File: src/rtl/tdm_demux1x16.sv
// -----------------------------------------------------------------------------
// tdm_demux1x16
// Receive side of a 16-channel time-division multiplexed link. Locks onto the
// frame-sync marker, steers each accepted sample into a 16-slot shadow buffer
// and publishes the whole frame in parallel once its 16th sample arrives.
//
// Ports
//   clk        rising-edge clock, sole clock domain
//   rst        synchronous, active-high reset
//   in         multiplexed sample lane (WIDTH bits)
//   in_valid   'in' carries a sample this cycle
//   sync       marks the current sample as channel 0 (only with in_valid)
//   out        frame register, channel k at out[k*WIDTH +: WIDTH]
//   out_valid  one-cycle pulse: 'out' holds a new complete frame
//   sel        channel slot the next accepted sample will be written to
//   locked     high while the receiver is frame-locked (RUN)
//   err        one-cycle pulse on a framing error
// -----------------------------------------------------------------------------
module tdm_demux1x16 #(
  parameter int WIDTH = 1
) (
  input  logic                  clk,
  input  logic                  rst,
  input  logic [WIDTH-1:0]      in,
  input  logic                  in_valid,
  input  logic                  sync,
  output logic [16*WIDTH-1:0]   out,
  output logic                  out_valid,
  output logic [3:0]            sel,
  output logic                  locked,
  output logic                  err
);

  typedef enum logic [0:0] {
    HUNT = 1'b0,
    RUN  = 1'b1
  } state_t;

  state_t              state_r;
  state_t              state_s;
  logic [3:0]          sel_r;
  logic [3:0]          sel_s;
  logic                wr_en_s;
  logic [3:0]          wr_idx_s;
  logic                frame_done_s;
  logic                err_s;
  logic [WIDTH-1:0]    shadow_r [16];
  logic [16*WIDTH-1:0] frame_s;
  logic [16*WIDTH-1:0] out_r;
  logic                out_valid_r;
  logic                err_r;

  // Next-state, slot steering and error decode for each accepted sample.
  always_comb begin
    state_s      = state_r;
    sel_s        = sel_r;
    wr_en_s      = 1'b0;
    wr_idx_s     = sel_r;
    frame_done_s = 1'b0;
    err_s        = 1'b0;
    if (in_valid) begin
      case (state_r)
        HUNT: begin
          if (sync) begin
            wr_en_s  = 1'b1;
            wr_idx_s = 4'd0;
            sel_s    = 4'd1;
            state_s  = RUN;
          end else begin
            // Unsynchronised samples are dropped while hunting.
            sel_s = 4'd0;
          end
        end
        RUN: begin
          if (sync) begin
            // A sync always restarts the frame; away from slot 0 the
            // partial frame is abandoned and flagged.
            wr_en_s  = 1'b1;
            wr_idx_s = 4'd0;
            sel_s    = 4'd1;
            err_s    = (sel_r != 4'd0);
          end else if (sel_r == 4'd0) begin
            // Expected a sync marker here: lock is lost.
            err_s   = 1'b1;
            sel_s   = 4'd0;
            state_s = HUNT;
          end else begin
            wr_en_s      = 1'b1;
            wr_idx_s     = sel_r;
            sel_s        = sel_r + 4'd1;
            frame_done_s = (sel_r == 4'd15);
          end
        end
        default: begin
          state_s = HUNT;
          sel_s   = 4'd0;
        end
      endcase
    end else begin
      state_s = state_r;
    end
  end

  // Complete frame: slots 0..14 from the shadow buffer, slot 15 straight
  // from the lane so the frame can be published on the 16th sample's edge.
  always_comb begin
    frame_s = {(16*WIDTH){1'b0}};
    for (int k = 0; k < 15; k++) begin
      frame_s[k*WIDTH +: WIDTH] = shadow_r[k];
    end
    frame_s[15*WIDTH +: WIDTH] = in;
  end

  // Shadow buffer write; contents survive errors since every slot is
  // rewritten before the next publish.
  always_ff @(posedge clk) begin
    if (!rst && wr_en_s) begin
      shadow_r[wr_idx_s] <= in;
    end
  end

  // Control state and registered outputs.
  always_ff @(posedge clk) begin
    if (rst) begin
      state_r     <= HUNT;
      sel_r       <= 4'd0;
      out_r       <= {(16*WIDTH){1'b0}};
      out_valid_r <= 1'b0;
      err_r       <= 1'b0;
    end else begin
      state_r     <= state_s;
      sel_r       <= sel_s;
      out_valid_r <= frame_done_s;
      err_r       <= err_s;
      if (frame_done_s) begin
        out_r <= frame_s;
      end
    end
  end

  assign out       = out_r;
  assign out_valid = out_valid_r;
  assign sel       = sel_r;
  assign locked    = (state_r == RUN);
  assign err       = err_r;

endmodule

File: config.mk
export PLATFORM = sky130hd
export DESIGN_NAME = tdm_demux1x16
export DESIGN_NICKNAME = d
export VERILOG_FILES = /design/src/rtl/tdm_demux1x16.sv
export SDC_FILE = /design/constraint.sdc
export NUM_CORES = 1
export LEC_CHECK = 0
export BUFFER_PORTS_ARGS = -buffer_cell sky130_fd_sc_hd__buf_2
export CORE_AREA = 2 2 73 75
export CTS_CLUSTER_DIAMETER = 50
export DETAILED_ROUTE_END_ITERATION = 10
export DIE_AREA = 0 0 75 77
export SYNTH_ARGS = -nofsm -noshare
export SYNTH_HDL_FRONTEND = slang
export SYNTH_SLANG_ARGS = --single-unit
export TNS_END_PERCENT = 5
File: constraint.sdc
create_clock -name clk -period 2.3 [get_ports clk]
set_clock_uncertainty 0.2 [all_clocks]
set_input_delay 0.46 -clock clk [delete_from_list [all_inputs] [get_ports clk]]
set_output_delay 0.46 -clock clk [all_outputs]
set_load 0.02 [all_outputs]
==> results.yml, run 1 <==
critical_path:
  timing.rr.start: "sel[0]"
  cp_data_required_time_ns: 2.09
  cp_max_fo: 4
  path_class: "flop to flop"
  crit_path_start_kind: "flop"
  critPathBufInv: 1
  crit_slowest_cell: "dfxtp_1"
  end_kind: "flop"
  critical_path.cell_chain: "inv_1 > ha_1 > nor3b_1 > ha_1 > nand2_1 > o2111ai_1 > nor2_1"
  crit_family: "simple AND/OR/NAND/NOR gates"
  crit_path_frequent_cell: "ha_1"
  worstPathArrival_ns: 1.78
  startpoint: "sel[0]"
  critPathMaxStageDelay_ns: 0.33
detailed_routing:
  via_per_inst: 4.57
  drc: 0
  first_pass_iters: 4
  vias: 1183
  postRouteWirelength_microns: 3020
  drtAntennaViolNets: 0
  drtIter0Drc: 57
  post_drt_wl_per_cell_microns: 11.7
clock_network:
  clk_pin_slew_worst_paths_ns: 0.08
  clkSinkCount: 38
  max-clock-path-buffers: 2
  cts_buffers: 5
  cts_hold_buf: 0
  cts-htree-levels: 2
  post_cts_resized: 0
  post-cts-setup-buffers: 0
  cts-root-buf: "clkbuf_8"
  worstSkewPairLatency_ns: 0.28
  cts_tree: "done"
placement:
  place_inst: 251
  io_buffers: 27
  place_hpwl_microns: 2130
  pre_cts_ws_ns: 0.302
  place_area_sq_um: 1910
  gp_congestion: 0.792
timing:
  drv_slew: 0
  fin_tns_setup_ns: 0
  relSlewSlack_pct: 69.8
  finalWorstSetupSlack_ns: 0.308
  worstMarginPinSlew_ns: 0.453
  post-route-period-util_pct: 86.6
  setup_viol: 0
  rsz0062_at_grt: "no"
  fmax_ghz: 0.502
  fin_crit_ns: 1.99
  hold_ws_ns: 0.245
  hold_violations: 0
synthesis:
  synth.cell_area_sq_um: 1710
  synth.avg_cell_area_sq_um: 10.8
  netlist_instances: 159
  synth_seq_cells: 38
  synth_nets: 167
  ys_seq_area_share_pct: 53.1
  ys_async_sr_fraction_pct: 0
  synth_edf_count: 15
  synth_top_flop_cell: "dfxtp_1"
  yosysUniqueCellTypes: 33
  ys_warn_count: 0
global_routing:
  gr-total-overflow: 0
  grt_start_max_net_pins: 21
  grt_pass1_vias: 1108
  grt_first_pass_wirelength_microns: 5220
  groute.usage.overall_pct: 11.7
  antenna_found_initial: 0
flow_run:
  drv_cap: 0
floorplanning:
  core_sq_um: 4980
  start_util_pct: 34.4
  ios: 28
  num_rows: 26
  die_w_microns: 75
  die_area_sq_um: 5780
  die_h_microns: 77
power:
  p_leak_nw: 0.759
  powerDensity_nw_per_um2: 658
  total_power_mw: 1.32
  ir_drop_v: 0.000193
finish:
  num_antenna_cells: 0
  stdcell_count: 259
  finalInstanceArea_sq_um: 2010
  syn_to_final_growth_pct: 17.5
  mostFrequentLayoutCell: "nand2b_1"
  layout_common_cells: "nand2b_1, buf_2, dfxtp_1, nor2_1, mux2i_1"
  nets: 196
  post-route-util_pct: 40.5
  drive_gt1_share_pct: 23.3
outcome:
  status: "complete, no violations"
min_path:
  worstHoldStart: "rst"
  hold_class: "primary input to flop"
-- registers in the layout (all words and copies together), names as in the netlist --
name,cells
err,1
locked,1
out,16
out_valid,1
sel,4
shadow_r,15
-- final timing paths --
kind                       to  slack, ns  cells past startpoint
setup / recovery  shadow_r[4]       0.31                      7
setup reg to reg  shadow_r[4]       0.31                      7
hold / removal         sel[1]       0.25                      2
hold reg to reg        out[3]       0.27                      2
-- cell type report --
type | count | area, sq um
sequential | 38 | 911
tap | 70 | 87.6
clock buffer | 5 | 68.8
inverter | 5 | 18.8
timing repair buffer | 32 | 173
multi-input combinational | 106 | 716
fill | 500 | 2960
clock inverter | 3 | 40.0
-- kinds of logic after synthesis --
kind of cell | share of synthesized area, %
AO/OA/AOI/OAI | 3.94
adder cells (fa/ha/maj) | 2.19
buffers and inverters | 5.11
flip-flops | 53.1
multiplexers | 9.34
AND/OR/NAND/NOR | 26.3
-- where the power goes --
group          total (mW)  switching, mW  leakage [nW]  internal (mW)
Combinational      0.0694         0.0401         0.380         0.0292
Clock               0.549          0.229        0.0579          0.319
Sequential          0.707        0.00486         0.321          0.702
Total                1.32          0.274         0.759           1.05
-- per-layer routing --
| layer | vias up | share of wire [%] | wire length [microns] | global-route usage [%] |
|---|---|---|---|---|
| li1 | 600 | - | - | - |
| met1 | 550 | 50 | 1510 | 15.8 |
| met2 | 29 | 43 | 1300 | 17.0 |
| met3 | 4 | 5.7 | 171 | 4.34 |
| met4 | 0 | 1.3 | 38 | 4.29 |
| met5 | - | 0 | 0 | 0 |
-- Yosys cell counts (all sizes together) (2+ instances only) --
library cell	count	area, sq um
a21oi	2	10.0
nand4	3	18.8
nor3	2	21.3
dfxtp	23	460
buf	6	53.8
or4	2	15.0
nor3b	2	15.0
ha	3	37.5
nand3b	3	22.5
nand2b	33	214
o21ai	2	10.0
inv	5	18.8
nand3	4	20.0
mux2i	16	160
nor2	16	60.1
edfxtp	15	450
nand2	8	30.0
clkbuf	4	15.0
No activity file was read; power rests on OpenSTA's default activity.
==> run 2: changes to the inputs <==
--- a/config.mk
+++ b/config.mk
@@ -6,10 +6,10 @@
 export NUM_CORES = 1
 export LEC_CHECK = 0
 export BUFFER_PORTS_ARGS = -buffer_cell sky130_fd_sc_hd__buf_2
-export CORE_AREA = 2 2 73 75
+export CORE_AREA = 2 2 94 60
 export CTS_CLUSTER_DIAMETER = 50
 export DETAILED_ROUTE_END_ITERATION = 10
-export DIE_AREA = 0 0 75 77
+export DIE_AREA = 0 0 96 62
 export SYNTH_ARGS = -nofsm -noshare
 export SYNTH_HDL_FRONTEND = slang
 export SYNTH_SLANG_ARGS = --single-unit
==> run 2 against run 1 <==
Net effect:
- wire length grew 5.9%
- core utilization is 1.7 points lower
- via count fell by 1.6%
- critical path depth did not move
- clock power grew 2%
- non-clock buffer count grew 1
- final cell count stayed put
- count of clock-buffer cells in the layout is 2 higher
- critical path type unchanged
==> results.yml, run 2 (same netlist as run 1, synthesis figures left out) <==
timing:
  hold_ws_ns: 0.270
  fin_tns_setup_ns: 0
  hold_violations: 0
  rsz0062_at_grt: "no"
  fmax_ghz: 0.487
  worstMarginPinSlew_ns: 0.408
  post-route-period-util_pct: 89.3
  setup_viol: 0
  relSlewSlack_pct: 72.8
  fin_crit_ns: 2.05
  drv_slew: 0
  finalWorstSetupSlack_ns: 0.246
power:
  ir_drop_v: 0.000313
  p_leak_nw: 0.760
  total_power_mw: 1.34
  powerDensity_nw_per_um2: 659
finish:
  num_antenna_cells: 0
  fillCellCount: 522
  multiInputGateArea_sq_um: 722
  layout_common_cells: "nand2b_1, buf_2, dfxtp_1, nor2_1, mux2i_1"
  stdcell_count: 259
  post-route-util_pct: 38.7
  mostFrequentLayoutCell: "nand2b_1"
  finalInstanceArea_sq_um: 2030
  syn_to_final_growth_pct: 18.2
  largest_reg_flops: 16
  drive_gt1_share_pct: 23.7
  ff_latch_area_sq_um: 912
  nets: 197
detailed_routing:
  drtIter0Drc: 41
  vias: 1164
  route.met2.wl_microns: 1190
  post_drt_wl_per_cell_microns: 12.4
  drt-met1-wl_microns: 1810
  drtAntennaViolNets: 0
  dr_wl_met3_microns: 161
  first_pass_iters: 4
  drc: 0
  highest_layer: "met4"
  via_per_inst: 4.49
  postRouteWirelength_microns: 3200
clock_network:
  post_cts_resized: 0
  clk_pin_slew_worst_paths_ns: 0.08
  max-clock-path-buffers: 2
  cts_buffers: 5
  cts_hold_buf: 0
  clkSinkCount: 38
  cts_tree: "done"
  cts-root-buf: "clkbuf_8"
  post-cts-setup-buffers: 0
  cts-htree-levels: 2
  worstSkewPairLatency_ns: 0.29
critical_path:
  worst_r2r_path_depth: 7
  cp_max_fo: 8
  startpoint: "sel[0]"
  regToRegEndpoint: "shadow_r[4]"
  critPathMaxStageDelay_ns: 0.40
  crit_path_frequent_cell: "ha_1"
  worstPathArrival_ns: 1.85
  crit_path_end: "shadow_r[4]"
  end_kind: "flop"
  crit_slowest_cell: "dfxtp_2"
  critical_path.cell_chain: "inv_1 > ha_1 > nor3b_1 > ha_1 > nand2_1 > o2111ai_2 > nor2_1"
  timing.rr.start: "sel[0]"
  r2r_slack_ns: 0.25
  cp_data_required_time_ns: 2.10
  path_class: "flop to flop"
  crit_path_start_kind: "flop"
min_path:
  hold_class: "flop to flop"
global_routing:
  grt_pass1_vias: 1127
  antenna_found_initial: 0
  grt_start_max_net_pins: 21
  groute.usage.overall_pct: 12.6
  gr-total-overflow: 0
  grt_first_pass_wirelength_microns: 5440
placement:
  place_hpwl_microns: 2310
  io_buffers: 27
  place_inst: 251
  place_area_sq_um: 1910
  gp_congestion: 0.869
  pre_cts_ws_ns: 0.0982
floorplanning:
  num_rows: 21
  die_h_microns: 62
  start_util_pct: 32.8
  die_area_sq_um: 5950
  die_w_microns: 96
  core_sq_um: 5230
  ios: 28
outcome:
  status: "complete, no violations"
flow_run:
  drv_cap: 0
==> run 2: cell types whose count changed in the layout (fill, tap and decap cells not counted) <==
cell       change
dfxtp_2        +1
o2111ai_2      +1
buf_4          +1
o2111ai_1      -1
dfxtp_1        -1
clkinv_2       -2
clkbuf_1       +2
==> run 2: area by class of cell <==
type | instances | share of cell area [%]
sequential | 38 | 45.0
multi-input combinational | 106 | 35.6
timing repair buffer | 33 | 8.89
tap | 69 | 4.26
clock buffer | 7 | 3.77
clock inverter | 1 | 1.48
inverter | 5 | 0.926
==> run 2: routing by layer <==
| metal | global-route usage (%) | up-vias |
|---|---|---|
| li1 | - | 601 |
| met1 | 17.7 | 535 |
| met2 | 17.3 | 23 |
| met3 | 4.95 | 5 |
| met4 | 4.90 | 0 |
| met5 | 0 | - |
==> run 2: critical path, delay by kind of cell, from the launching register on <==
family,cells,cell delay [ns]
AOI/OAI and AO/OA,1,0.21
adders and majority gates,2,0.40
buffers and inverters,1,0.09
DFF,1,0.40
and+or+nand+nor,3,0.46
==> run 2: power breakdown <==
group | internal, mW | switching, mW
clock network | 0.325 | 0.235
logic | 0.0282 | 0.0387
registers | 0.702 | 0.00718
total | 1.06 | 0.281
==> run 2: how the worst min path moves through the flow <==
| stage | from | end | depth (start not counted) | slack, ns |
|---|---|---|---|---|
| after floorplan | shadow_r[0] | out[0] | 2 | 0.29 |
| after global placement | out[4] | out[4] | 2 | 0.26 |
| after detailed placement | out[1] | out[1] | 2 | 0.26 |
| after CTS | in_valid | err | 3 | 0.26 |
| after global routing | in_valid | err | 3 | 0.28 |
| final | out[8] | out[8] | 2 | 0.27 |
